--- src/rtl/config_pkg.sv ---
// Shared types for the rowwise issue path.
//   D            : elements per vector; the rowwise unit spends one BUSY cycle per element
//   ELEM_W       : element width (signed Q8.8 fixed point, 1.0 = 16'h0100)
//   TAG_W_DEF    : default command tag width (fixes the width of issue_cmd_t.tag)
//   vector_t     : packed vector of D elements, element 0 in the low bits
//   operation_t  : element-wise operation requested from the rowwise unit
//   issue_cmd_t  : one queued command {op, a, b, tag}
//   issue_state_t: issue controller states
package config_pkg;

  localparam int D         = 4;
  localparam int ELEM_W    = 16;
  localparam int TAG_W_DEF = 4;

  typedef logic [D-1:0][ELEM_W-1:0] vector_t;

  typedef enum logic [1:0] {
    OP_ADD = 2'd0,
    OP_SUB = 2'd1,
    OP_MAX = 2'd2,
    OP_MIN = 2'd3
  } operation_t;

  typedef struct packed {
    operation_t             op;
    vector_t                a;
    vector_t                b;
    logic [TAG_W_DEF-1:0]   tag;
  } issue_cmd_t;

  typedef enum logic [1:0] {
    S_IDLE = 2'd0,
    S_BUSY = 2'd1,
    S_DONE = 2'd2
  } issue_state_t;

endpackage

--- src/rtl/rowwise_cmd_fifo.sv ---
// Command FIFO, DEPTH entries of issue_cmd_t, valid/ready on both sides.
//   clk_i, rst_ni        : clock, asynchronous active-low reset (empties the FIFO)
//   in_valid/in_ready    : write side; in_ready = not full (no write-through when full)
//   in_data              : command written at the tail
//   out_valid/out_ready  : read side; out_valid = not empty
//   out_data             : command at the head
module rowwise_cmd_fifo
  import config_pkg::*;
#(
  parameter int DEPTH = 2
) (
  input  logic       clk_i,
  input  logic       rst_ni,
  input  logic       in_valid,
  output logic       in_ready,
  input  issue_cmd_t in_data,
  output logic       out_valid,
  input  logic       out_ready,
  output issue_cmd_t out_data
);

  localparam int AW = $clog2(DEPTH);

  issue_cmd_t  mem [DEPTH];
  logic [AW:0] wr_ptr;
  logic [AW:0] rd_ptr;
  logic        full;
  logic        empty;
  logic        push;
  logic        pop;

  // Pointers carry one extra wrap bit so full and empty are distinguishable.
  assign empty = (wr_ptr == rd_ptr);
  assign full  = (wr_ptr[AW] != rd_ptr[AW]) && (wr_ptr[AW-1:0] == rd_ptr[AW-1:0]);

  assign in_ready  = !full;
  assign out_valid = !empty;
  assign push      = in_valid && !full;
  assign pop       = out_ready && !empty;
  assign out_data  = mem[rd_ptr[AW-1:0]];

  always_ff @(posedge clk_i or negedge rst_ni) begin
    if (!rst_ni) begin
      wr_ptr <= '0;
      rd_ptr <= '0;
    end else begin
      if (push) wr_ptr <= wr_ptr + 1'b1;
      if (pop)  rd_ptr <= rd_ptr + 1'b1;
    end
  end

  // Storage needs no reset: an entry is only read after it has been written.
  always_ff @(posedge clk_i) begin
    if (push) mem[wr_ptr[AW-1:0]] <= in_data;
  end

endmodule

--- src/rtl/rowwise_issue.sv ---
// Issues queued vector commands to a multi-cycle rowwise unit, one at a time,
// and presents each finished result with its tag in push order.
//   clk_i, rst_ni                 : clock, asynchronous active-low reset
//   cmd_*                         : command push interface into the FIFO
//   fu_valid_o/fu_ready_i         : issue handshake with the rowwise unit
//   fu_op_o/fu_a_o/fu_b_o         : latched operands of the command in flight
//   fu_old_result_o               : result register fed back to the unit
//   fu_new_result_i               : unit's updated result, captured every BUSY cycle
//   done_*                        : finished result/tag, held until accepted
//
// state  | meaning
// IDLE   | offer FIFO head to the unit; pop and latch it on handshake
// BUSY   | D cycles capturing fu_new_result_i into the result register
// DONE   | result and tag presented; wait for done_ready_i
module rowwise_issue
  import config_pkg::*;
#(
  parameter int CMD_DEPTH = 2,
  parameter int TAG_W     = TAG_W_DEF
) (
  input  logic             clk_i,
  input  logic             rst_ni,
  input  logic             cmd_valid_i,
  output logic             cmd_ready_o,
  input  operation_t       cmd_op_i,
  input  vector_t          cmd_a_i,
  input  vector_t          cmd_b_i,
  input  logic [TAG_W-1:0] cmd_tag_i,
  output logic             fu_valid_o,
  input  logic             fu_ready_i,
  output operation_t       fu_op_o,
  output vector_t          fu_a_o,
  output vector_t          fu_b_o,
  output vector_t          fu_old_result_o,
  input  vector_t          fu_new_result_i,
  output logic             done_valid_o,
  input  logic             done_ready_i,
  output vector_t          done_result_o,
  output logic [TAG_W-1:0] done_tag_o
);

  localparam int CW = (D > 1) ? $clog2(D) : 1;

  issue_state_t     state_q;
  logic [CW-1:0]    cnt_q;
  operation_t       op_q;
  vector_t          a_q;
  vector_t          b_q;
  logic [TAG_W-1:0] tag_q;
  vector_t          result_q;

  issue_cmd_t in_cmd;
  issue_cmd_t head;
  logic       head_valid;
  logic       head_ready;
  logic       issue;

  assign in_cmd = '{op: cmd_op_i, a: cmd_a_i, b: cmd_b_i, tag: cmd_tag_i};

  // The FIFO is only drained from IDLE, so DONE blocks any new issue.
  assign head_ready = (state_q == S_IDLE) && fu_ready_i;
  assign issue      = head_ready && head_valid;

  rowwise_cmd_fifo #(
    .DEPTH (CMD_DEPTH)
  ) u_fifo (
    .clk_i     (clk_i),
    .rst_ni    (rst_ni),
    .in_valid  (cmd_valid_i),
    .in_ready  (cmd_ready_o),
    .in_data   (in_cmd),
    .out_valid (head_valid),
    .out_ready (head_ready),
    .out_data  (head)
  );

  always_ff @(posedge clk_i or negedge rst_ni) begin
    if (!rst_ni) begin
      state_q  <= S_IDLE;
      cnt_q    <= '0;
      op_q     <= OP_ADD;
      a_q      <= '0;
      b_q      <= '0;
      tag_q    <= '0;
      result_q <= '0;
    end else begin
      case (state_q)
        S_IDLE: begin
          if (issue) begin
            op_q     <= head.op;
            a_q      <= head.a;
            b_q      <= head.b;
            tag_q    <= head.tag;
            result_q <= '0;
            cnt_q    <= '0;
            state_q  <= S_BUSY;
          end
        end
        S_BUSY: begin
          result_q <= fu_new_result_i;
          // Counter stops at D-1; it is cleared again on the next issue.
          if (cnt_q == CW'(D - 1)) state_q <= S_DONE;
          else                     cnt_q   <= cnt_q + 1'b1;
        end
        S_DONE: begin
          if (done_ready_i) state_q <= S_IDLE;
        end
        default: state_q <= S_IDLE;
      endcase
    end
  end

  assign fu_valid_o      = (state_q == S_IDLE) && head_valid;
  assign fu_op_o         = op_q;
  assign fu_a_o          = a_q;
  assign fu_b_o          = b_q;
  assign fu_old_result_o = result_q;
  assign done_valid_o    = (state_q == S_DONE);
  assign done_result_o   = result_q;
  assign done_tag_o      = tag_q;

endmodule

--- config.mk ---
export PLATFORM = sky130hd
export DESIGN_NAME = rowwise_issue
export DESIGN_NICKNAME = d
export VERILOG_FILES = /design/src/rtl/config_pkg.sv /design/src/rtl/rowwise_cmd_fifo.sv /design/src/rtl/rowwise_issue.sv
export SDC_FILE = /design/constraint.sdc
export NUM_CORES = 1
export LEC_CHECK = 0
export CAP_MARGIN = 20
export CORE_UTILIZATION = 44
export CTS_BUF_LIST = sky130_fd_sc_hd__clkbuf_4 sky130_fd_sc_hd__clkbuf_8 sky130_fd_sc_hd__clkbuf_16
export DETAILED_ROUTE_END_ITERATION = 10
export PLACE_DENSITY = 0.87
export SETUP_SLACK_MARGIN = 0.05
export SLEW_MARGIN = 40
export SYNTH_ARGS = -nofsm -noshare
export SYNTH_HDL_FRONTEND = slang
export SYNTH_HIERARCHICAL = 1
export SYNTH_SLANG_ARGS = --single-unit
--- constraint.sdc ---
create_clock -name clk_i -period 7.21 [get_ports clk_i]
set_clock_uncertainty 0.1 [all_clocks]
set_input_delay 1.8025 -clock clk_i [delete_from_list [all_inputs] [get_ports clk_i]]
set_output_delay 1.8025 -clock clk_i [all_outputs]
set_load 0.01 [all_outputs]
==> flow_summary.json, run 1 <==
{
  "slew_headroom_pct": 45.3,
  "antenna_found_initial": 2,
  "start_kind": "register",
  "outcome": "finished, final reports clean",
  "insertion_delay_ns": 0.57,
  "grt_start_max_net_pins": 118,
  "clock.fmax_ghz": 0.214,
  "cts_root_buf": "clkbuf_16",
  "coreArea_sq_um": 41200,
  "placementRows": 74,
  "yosysWarnings": 6,
  "drt_iter0_markers": 796,
  "fin_crit_sh_pct": 64.8,
  "dr_total_vias": 10565,
  "crit_path_top_delay_cell": "dfrtp_4",
  "clk_pin_slew_ns": 0.06,
  "final_cells": 2078,
  "power_density_nw_per_um2": 475,
  "worstSetupPathType": "register to output port",
  "grt_pass1_vias": 11438,
  "required_ns": 5.31,
  "layout-drive-gt1-share_pct": 24.3,
  "clock-sinks": 474,
  "ir_worst_vdd_mv": 0.271,
  "worstMarginPinSlew_ns": 0.820,
  "grt.overflow.total": 0,
  "synth_top_area_cell": "edfxtp_1",
  "portBuffers": 467,
  "synthDistinctLibCells": 30,
  "end_kind": "output port",
  "synth_top_area_share_pct": 43.4,
  "dp_hpwl_um": 31100,
  "synth_area_leaders": "edfxtp_1 43%, dfrtp_1 28%, mux2_4 9.7%",
  "die_h_um": 207,
  "fin_util_pct": 60.4,
  "cts-buffers-inserted": 49,
  "final-setup-viol-count": 0,
  "crit_start": "u_fifo/rd_ptr[0]",
  "syn_area_sq_um": 18600,
  "hold_violations": 0,
  "vias_per_cell": 5.08,
  "nets": 1708,
  "setup_tns_ns": 0,
  "cts-htree-levels": 2,
  "synth_nets": 1294,
  "boundaryPins": 468,
  "postPlaceCellArea_sq_um": 23200,
  "netlist_instances": 1090,
  "start_util_pct": 45.0,
  "grt_setup_unrepaired": "no",
  "syn_area_per_cell_sq_um": 17.0,
  "avgRoutedWirePerCell_um": 22.2,
  "cts_resized": 0,
  "p_leak_nw": 9.96,
  "path_max_fanout": 44,
  "cts_buffer_depth": 3,
  "hp-class": "register to register",
  "area_growth_pct": 34.3,
  "slew_violations": 0,
  "die_area_sq_um": 43000,
  "wirelength_um": 46100,
  "fillers": 2869,
  "ant_nets": 0,
  "post-cts-setup-buffer-count": 0,
  "gp_congestion": 0.917,
  "slowest_delay_ns": 0.96,
  "hold_buffers": 0,
  "final_area_sq_um": 24900,
  "dr.pass1.iters": 5,
  "reg2reg_from": "u_fifo/rd_ptr[0]",
  "worstPathArrival_ns": 2.77,
  "synth.yosys.seq_area_share_pct": 71.2,
  "cts_tree": "yes",
  "placed_cells": 1984,
  "chipWidth_um": 207,
  "grt.total_usage_pct": 21.5,
  "min_from": "fu_b_o[22]",
  "grt_pass1_wl_um": 70000,
  "fin_crit_ns": 4.67,
  "max_cap_violations": 0,
  "synth_seq_cells": 474,
  "crit_chain": "xnor2_1 -> nand2_1 -> nor3b_1 -> clkdlybuf4s50_1",
  "drcViolationCount": 0
}
-- synthesized netlist by cell type --
| cell type | number |
|---|---|
| edfxtp_1 | 268 |
| dfrtp_1 | 206 |
| mux2_2 | 149 |
| nand2_1 | 132 |
| mux2_4 | 120 |
| buf_4 | 66 |
| nand3_1 | 65 |
| buf_2 | 22 |
| buf_6 | 16 |
| buf_1 | 10 |
| nor2_1 | 4 |
| a21oi_1 | 3 |
| clkbuf_1 | 3 |
| inv_1 | 3 |
| nand2b_1 | 3 |
| nor2b_1 | 2 |
| nor3b_1 | 2 |
| o21ai_0 | 2 |
| o21ai_1 | 2 |
| xnor2_1 | 2 |
| a21boi_0 | 1 |
| a22o_1 | 1 |
| a31oi_1 | 1 |
| ha_1 | 1 |
| mux2i_1 | 1 |
| nand4bb_1 | 1 |
| o211ai_1 | 1 |
| o2bb2ai_1 | 1 |
| or3_1 | 1 |
| xor2_1 | 1 |
-- final timing paths --
path / end / slack (ns) / cells past startpoint
max in group asynchronous: u_fifo/rd_ptr[0] / 4.51 / 3
min in group asynchronous: fu_b_o[8] / 0.98 / 1
setup / recovery: fu_valid_o / 2.54 / 4
setup reg to reg: fu_b_o[6] / 3.91 / 5
hold reg to reg: fu_b_o[22] / 0.40 / 1
hold / removal: fu_b_o[22] / 0.40 / 1
-- cell usage in the layout, fill, tap and decap left out, types with 2 or more instances in the layout --
cell type	instances
inv_6	3
a21oi_1	2
nor3b_1	2
dfrtp_1	205
buf_12	2
inv_4	2
mux2_2	149
inv_1	3
nand2_1	132
buf_6	2
clkbuf_16	52
clkinv_2	4
o21ai_0	2
diode_2	2
nor2_1	3
nand3_1	65
clkinv_1	5
xnor2_1	2
o21ai_1	2
clkbuf_8	11
nand2b_1	2
clkdlybuf4s50_1	466
clkbuf_4	12
edfxtp_1	268
mux2_4	120
buf_4	8
-- worst max-delay path: cells and delay by family, from the launching register on --
family	cells	cell delay, ns
xor+xnor	1	0.20
flops	1	0.96
simple gates	2	0.46
buf+inv	1	0.58
-- cells by family after synthesis --
group / Yosys count / share of synthesized area [%]
AO/OA/AOI/OAI: 12 / 0.398
buffers and inverters: 120 / 4.56
AND/OR/NAND/NOR: 210 / 4.85
XOR/XNOR: 3 / 0.142
multiplexers: 270 / 18.8
flip-flops: 474 / 71.2
adder cells (fa/ha/maj): 1 / 0.0674
-- routing by layer --
layer,GRT usage (%),share of wire (%)
met1,23.9,36
met2,36.6,50
met3,6.85,8.3
met4,11.5,5.2
met5,0,0
-- report_power, final --
part	internal [mW]	switching, mW	leakage, nW
sequential	3.95	0.637	4.96
clock	1.48	1.03	0.825
combinational	2.64	2.11	4.17
total	8.07	3.77	9.96
-- sequential cells by signal, indices dropped and copies added (netlist names) --
register,flops
fu_op_o,2
state_q,2
fu_b_o,64
done_tag_o,4
u_fifo/rd_ptr,2
done_result_o,64
cnt_q,2
fu_a_o,64
u_fifo/mem,268
u_fifo/wr_ptr,2
-- layout make-up --
| cell class | count | area, sq um | area share, % |
|---|---|---|---|
| inverters | 3 | 11.3 | 0.0452 |
| clock buffers | 75 | 1540 | 6.19 |
| diodes | 2 | 5.00 | 0.0201 |
| flip-flops and latches | 474 | 13200 | 53.0 |
| repair buffers | 480 | 4830 | 19.4 |
| well taps | 532 | 666 | 2.67 |
| clock inverters | 16 | 93.8 | 0.377 |
| multi-input cells | 496 | 4550 | 18.3 |
-- stage by stage --
stage | total power, mW | setup slack (ns) | hold WS [ns]
after floorplan | 7.27 | 1.11 | 0.393
after global placement | 9.20 | 2.88 | 0.388
after detailed placement | 9.37 | 2.83 | 0.392
after CTS | 12.0 | 2.44 | 0.405
after global routing | 12.4 | 2.36 | 0.412
final | 11.8 | 2.54 | 0.403
Power figures use the tool's default switching activity.
==> run 2: changes to the inputs <==
clock period = 3.8 ns   (was 7.21 ns; I/O delays follow)
==> run 2 against run 1 <==
Net effect: final area rose by 1.0%; setup slack worse by 2.2 ns; core utilization rose by 0.62 points; die area stayed put; sequential share of layout area shrank 0.54 points; hold slack worse by 0.27 ns.
==> flow_summary.json, run 2 (same netlist as run 1, synthesis figures left out) <==
{
  "power_mw": 22.7,
  "max_cap_violations": 0,
  "worstPathArrival_ns": 2.40,
  "avgRoutedWirePerCell_um": 22.0,
  "clock.fmax_ghz": 0.290,
  "placementRows": 74,
  "cts_tree": "yes",
  "dr_total_vias": 10598,
  "drt_iter0_markers": 695,
  "start_kind": "register",
  "grt_pass1_wl_um": 70000,
  "cts-htree-levels": 2,
  "antennaDiodeCount": 0,
  "power_density_nw_per_um2": 901,
  "nets": 1720,
  "final_cell_mix": "466 x clkdlybuf4s50_1, 268 x edfxtp_1, 205 x dfrtp_1",
  "cts_resized": 0,
  "chipWidth_um": 207,
  "area_growth_pct": 35.6,
  "grt_setup_unrepaired": "no",
  "die_h_um": 207,
  "die_area_sq_um": 43000,
  "clock-sinks": 474,
  "slew_violations": 0,
  "antenna_found_initial": 5,
  "gp_congestion": 0.883,
  "clk_pin_slew_ns": 0.06,
  "reg2reg_depth": 6,
  "p_leak_nw": 10.1,
  "slew_headroom_pct": 58.1,
  "start_util_pct": 45.0,
  "postPlaceCellArea_sq_um": 23500,
  "required_ns": 2.75,
  "ir_worst_vdd_mv": 0.581,
  "outcome": "finished, final reports clean",
  "vias_per_cell": 5.08,
  "hold_buffers": 0,
  "final_area_sq_um": 25200,
  "worstSetupPathType": "register to output port",
  "boundaryPins": 468,
  "timing.hold.ws_ns": 0.134,
  "hold_violations": 0,
  "post-cts-setup-buffer-count": 0,
  "largest_register_ffs": 268,
  "cts_buffer_depth": 3,
  "grt.total_usage_pct": 21.5,
  "layout_commonest_cell": "clkdlybuf4s50_1",
  "r2r_setup_slack_ns": 1.50,
  "setup_tns_ns": 0,
  "end_kind": "output port",
  "path_max_fanout": 8,
  "drcViolationCount": 0,
  "fin_crit_ns": 3.45,
  "dp_hpwl_um": 31600,
  "wirelength_um": 45900,
  "layout-drive-gt1-share_pct": 25.0,
  "setup_slack_ns": 0.349,
  "grt_start_max_net_pins": 91,
  "insertion_delay_ns": 0.58,
  "hp-class": "primary input to async pin",
  "dr.pass1.iters": 5,
  "worstReg2RegEnd": "fu_a_o[4]",
  "detailedPlace.worstSlack_ns": 0.906,
  "ant_nets": 0,
  "grt.overflow.total": 0,
  "fin_crit_sh_pct": 90.8,
  "reg2reg_from": "u_fifo/wr_ptr[0]",
  "coreArea_sq_um": 41200,
  "final-setup-viol-count": 0,
  "worstMarginPinSlew_ns": 0.628,
  "portBuffers": 467,
  "grt_pass1_vias": 11442,
  "cts-buffers-inserted": 48,
  "cts_root_buf": "clkbuf_16"
}
==> run 2: changes by cell type in the layout (fill, tap and decap cells not counted), sizes merged <==
cell and delta:
clkinvlp +1, inv -1, clkbuf -3, bufinv +3
clkinv -1, diode -2, buf +13
==> run 2: critical path, stage by stage, from the launching register on <==
cell             delay [ns]
dfrtp_1                0.49
xnor2_1                0.20
nand2_1                0.21
nor3b_1                0.32
clkdlybuf4s50_1        0.60
==> run 2: per-layer routing <==
layer  part of all wire (%)  wire length [um]  GRT usage, %  vias to the layer above
li1                       -                 -             -                     4723
met1                     36             16600          23.7                     5310
met2                     50             23000          36.5                      456
met3                    8.6              3930          7.19                      103
met4                    5.2              2410          11.9                        6
met5                  0.094                43             0                        -
==> run 2: cell type report <==
cell class | instances | area [sq um]
fillers | 2860 | 16000
flip-flops and latches | 474 | 13200
repair buffers | 493 | 5100
multi-input cells | 496 | 4560
clock buffers | 72 | 1410
well taps | 532 | 666
clock inverters | 18 | 203
inverters | 3 | 11.3
==> run 2: per-stage QoR <==
stage | util [%] | instances
final | 61.1 | 2088
after CTS | 61.0 | 2087
after global placement | 57.0 | 1996
after detailed placement | 57.1 | 1997
after global routing | 61.1 | 2088
after floorplan | - | 1090
==> run 2: worst max path at each step <==
stage / start / endpoint / slack, ns / depth (start not counted)
2_1_floorplan: cmd_valid_i / u_fifo/mem[1][0] / 0.06 / 2
3_3_place_gp: cmd_valid_i / u_fifo/mem[1][2] / 0.89 / 4
3_5_place_dp: u_fifo/wr_ptr[0] / fu_valid_o / 0.91 / 4
4_1_cts: u_fifo/wr_ptr[0] / fu_valid_o / 0.25 / 4
5_1_grt: u_fifo/wr_ptr[0] / fu_valid_o / 0.22 / 4
6_report: u_fifo/wr_ptr[0] / fu_valid_o / 0.35 / 4
==> run 2: power breakdown <==
part / leakage, nW / total [mW] / switching, mW / internal [mW]
sequential: 4.96 / 8.53 / 1.04 / 7.49
clock: 0.810 / 4.75 / 1.95 / 2.80
combinational: 4.31 / 9.39 / 4.19 / 5.20
==> run 3: changes to the inputs <==
RECOVER_POWER = 100   (was default)
SKIP_CTS_REPAIR_TIMING = 1   (was default)
==> run 3 against run 2 <==
Net effect: the run now ends with capacitance limit, slew limit left; combinational power is 11% lower; final cell count is 0.38% higher; via count is 0.35% higher; register-to-register slack worse by 1.1 ns; core utilization is 0.99 points lower; flip-flop and latch count stayed put; setup slack worse by 0.0034 ns; critical path type is now primary input to register; die area stayed put; largest cell class unchanged; clock power hardly changed; first-iteration DRC count is 7.9% lower; hold slack better by 0.26 ns.
==> flow_summary.json, run 3 (same netlist as run 1, synthesis figures left out) <==
{
  "p_clk_share_pct": 22.0,
  "insertion_delay_ns": 0.58,
  "path_max_fanout": 46,
  "cts-buffers-inserted": 48,
  "violations": "capacitance limit, slew limit",
  "wirelength_um": 46000,
  "worstMarginPinSlew_ns": 2.47,
  "power_switching_mw": 7.02,
  "reg2reg_depth": 6,
  "worstSetupPathType": "primary input to register",
  "drcViolationCount": 0,
  "start_kind": "primary input",
  "crit_start": "cmd_valid_i",
  "end_kind": "register",
  "grt_start_max_net_pins": 91,
  "drt_iter0_markers": 640,
  "required_ns": 3.89,
  "gp_congestion": 0.883,
  "grt_setup_unrepaired": "no",
  "crit_chain": "dlygate4sd3_1 -> nand2_4 -> a21oi_1 -> clkbuf_2",
  "area_growth_pct": 33.4,
  "multiInputGateArea_sq_um": 4380,
  "fin_crit_ns": 3.45,
  "antenna_found_initial": 14,
  "fillers": 2944,
  "nets": 1720,
  "power_density_nw_per_um2": 871,
  "outcome": "finished with violations",
  "ant_nets": 0,
  "clock.fmax_ghz": 0.289,
  "avgRoutedWirePerCell_um": 21.9,
  "layout-drive-gt1-share_pct": 21.7,
  "chipWidth_um": 207,
  "hold_depth": 1,
  "cts_tree": "yes",
  "ir_worst_vdd_mv": 0.561,
  "cts_buffer_depth": 3,
  "register_area_sq_um": 13200,
  "slew_violations": 157,
  "die_area_sq_um": 43000,
  "worstPathArrival_ns": 3.54,
  "dr.pass1.iters": 5,
  "coreArea_sq_um": 41200,
  "layout_commonest_cell": "dlygate4sd3_1",
  "vias_per_cell": 5.07,
  "clk_pin_slew_ns": 0.06,
  "final-setup-viol-count": 0,
  "dp_hpwl_um": 31600,
  "switching_share_pct": 32.6,
  "slowest_delay_ns": 1.08,
  "boundaryPins": 468,
  "final_cell_mix": "401 x dlygate4sd3_1, 268 x edfxtp_1, 205 x dfrtp_1",
  "p_int_mw": 14.5,
  "grt_pass1_vias": 11442,
  "hp-class": "register to register",
  "slew_headroom_pct": -64.8,
  "cts-htree-levels": 2,
  "combPwrFrac_pct": 38.6,
  "p_leak_nw": 10.0,
  "largest_register_ffs": 268,
  "hold_violations": 0,
  "setup_tns_ns": 0,
  "portBuffers": 467,
  "max_cap_violations": 3,
  "final_area_sq_um": 24800,
  "grt.overflow.total": 0,
  "grt.total_usage_pct": 21.5,
  "pwr-share-seq_pct": 39.4,
  "clock-sinks": 474,
  "cts_root_buf": "clkbuf_16",
  "die_h_um": 207,
  "fin_crit_sh_pct": 90.9,
  "dr_total_vias": 10635,
  "grt_pass1_wl_um": 70000,
  "reg2reg_from": "u_fifo/wr_ptr[0]",
  "placementRows": 74,
  "min_from": "fu_a_o[58]",
  "postPlaceCellArea_sq_um": 23500,
  "start_util_pct": 45.0,
  "crit_path_top_delay_cell": "clkbuf_2"
}
-- run 3: cell types whose count changed in the layout (fill, tap and decap cells not counted), sizes merged --
| cell | previous run | this run |
|---|---|---|
| dlygate4sd3 | 0 | 401 |
| clkbuf | 72 | 95 |
| diode | 0 | 8 |
| buf | 27 | 4 |
| clkdlybuf4s50 | 466 | 65 |
-- run 3: layer usage --
| metal | up-vias | track usage, % | part of all wire, % |
|---|---|---|---|
| met5 | - | 0 | 0.20 |
| met4 | 14 | 11.9 | 5.4 |
| met3 | 108 | 7.19 | 7.9 |
| met2 | 440 | 36.5 | 50 |
| met1 | 5335 | 23.7 | 36 |
| li1 | 4738 | - | - |
-- run 3: critical path: cells and delay by family --
family                 cells  cell delay [ns]
buffers and inverters      2             1.72
AOI/OAI and AO/OA          1             0.76
and+or+nand+nor            1             0.07
-- run 3: cell type report --
| type | count | share of cell area (%) |
|---|---|---|
| clock inverter | 18 | 0.819 |
| tap | 532 | 2.69 |
| clock buffer | 72 | 5.71 |
| timing repair buffer | 493 | 19.6 |
| antenna | 8 | 0.0809 |
| sequential | 474 | 53.4 |
| multi-input combinational | 496 | 17.7 |
| inverter | 3 | 0.0455 |
-- run 3: path summary, 6_finish.rpt --
check	end	slack [ns]
max reg2reg	fu_a_o[4]	0.44
min reg2reg	fu_a_o[58]	0.39
max	u_fifo/mem[1][26]	0.35
max in group asynchronous	done_result_o[37]	0.71
min	fu_a_o[58]	0.39
min in group asynchronous	fu_b_o[23]	0.91
-- run 3: per-stage QoR --
stage / power [mW] / utilization [%] / std cells / setup slack (ns) / hold WS (ns)
6_report: 21.6 / 60.1 / 2096 / 0.345 / 0.389
4_1_cts: 22.9 / 61.0 / 2087 / 0.248 / 0.320
3_5_place_dp: 18.0 / 57.1 / 1997 / 0.906 / 0.394
2_1_floorplan: 13.8 / - / 1090 / 0.0620 / 0.393
3_3_place_gp: 17.7 / 57.0 / 1996 / 0.889 / 0.388
5_1_grt: 22.6 / 60.1 / 2093 / 0.113 / 0.417
-- run 3: power groups by stage --
| stage | combinational [mW] | clock (mW) | sequential [mW] |
|---|---|---|---|
| 6_report | 8.32 | 4.75 | 8.48 |
| 5_1_grt | 8.87 | 5.03 | 8.67 |
| 4_1_cts | 9.50 | 4.85 | 8.52 |
| 3_5_place_dp | 9.43 | 0 | 8.56 |
| 3_3_place_gp | 9.21 | 0 | 8.46 |
| 2_1_floorplan | 4.92 | 0 | 8.84 |
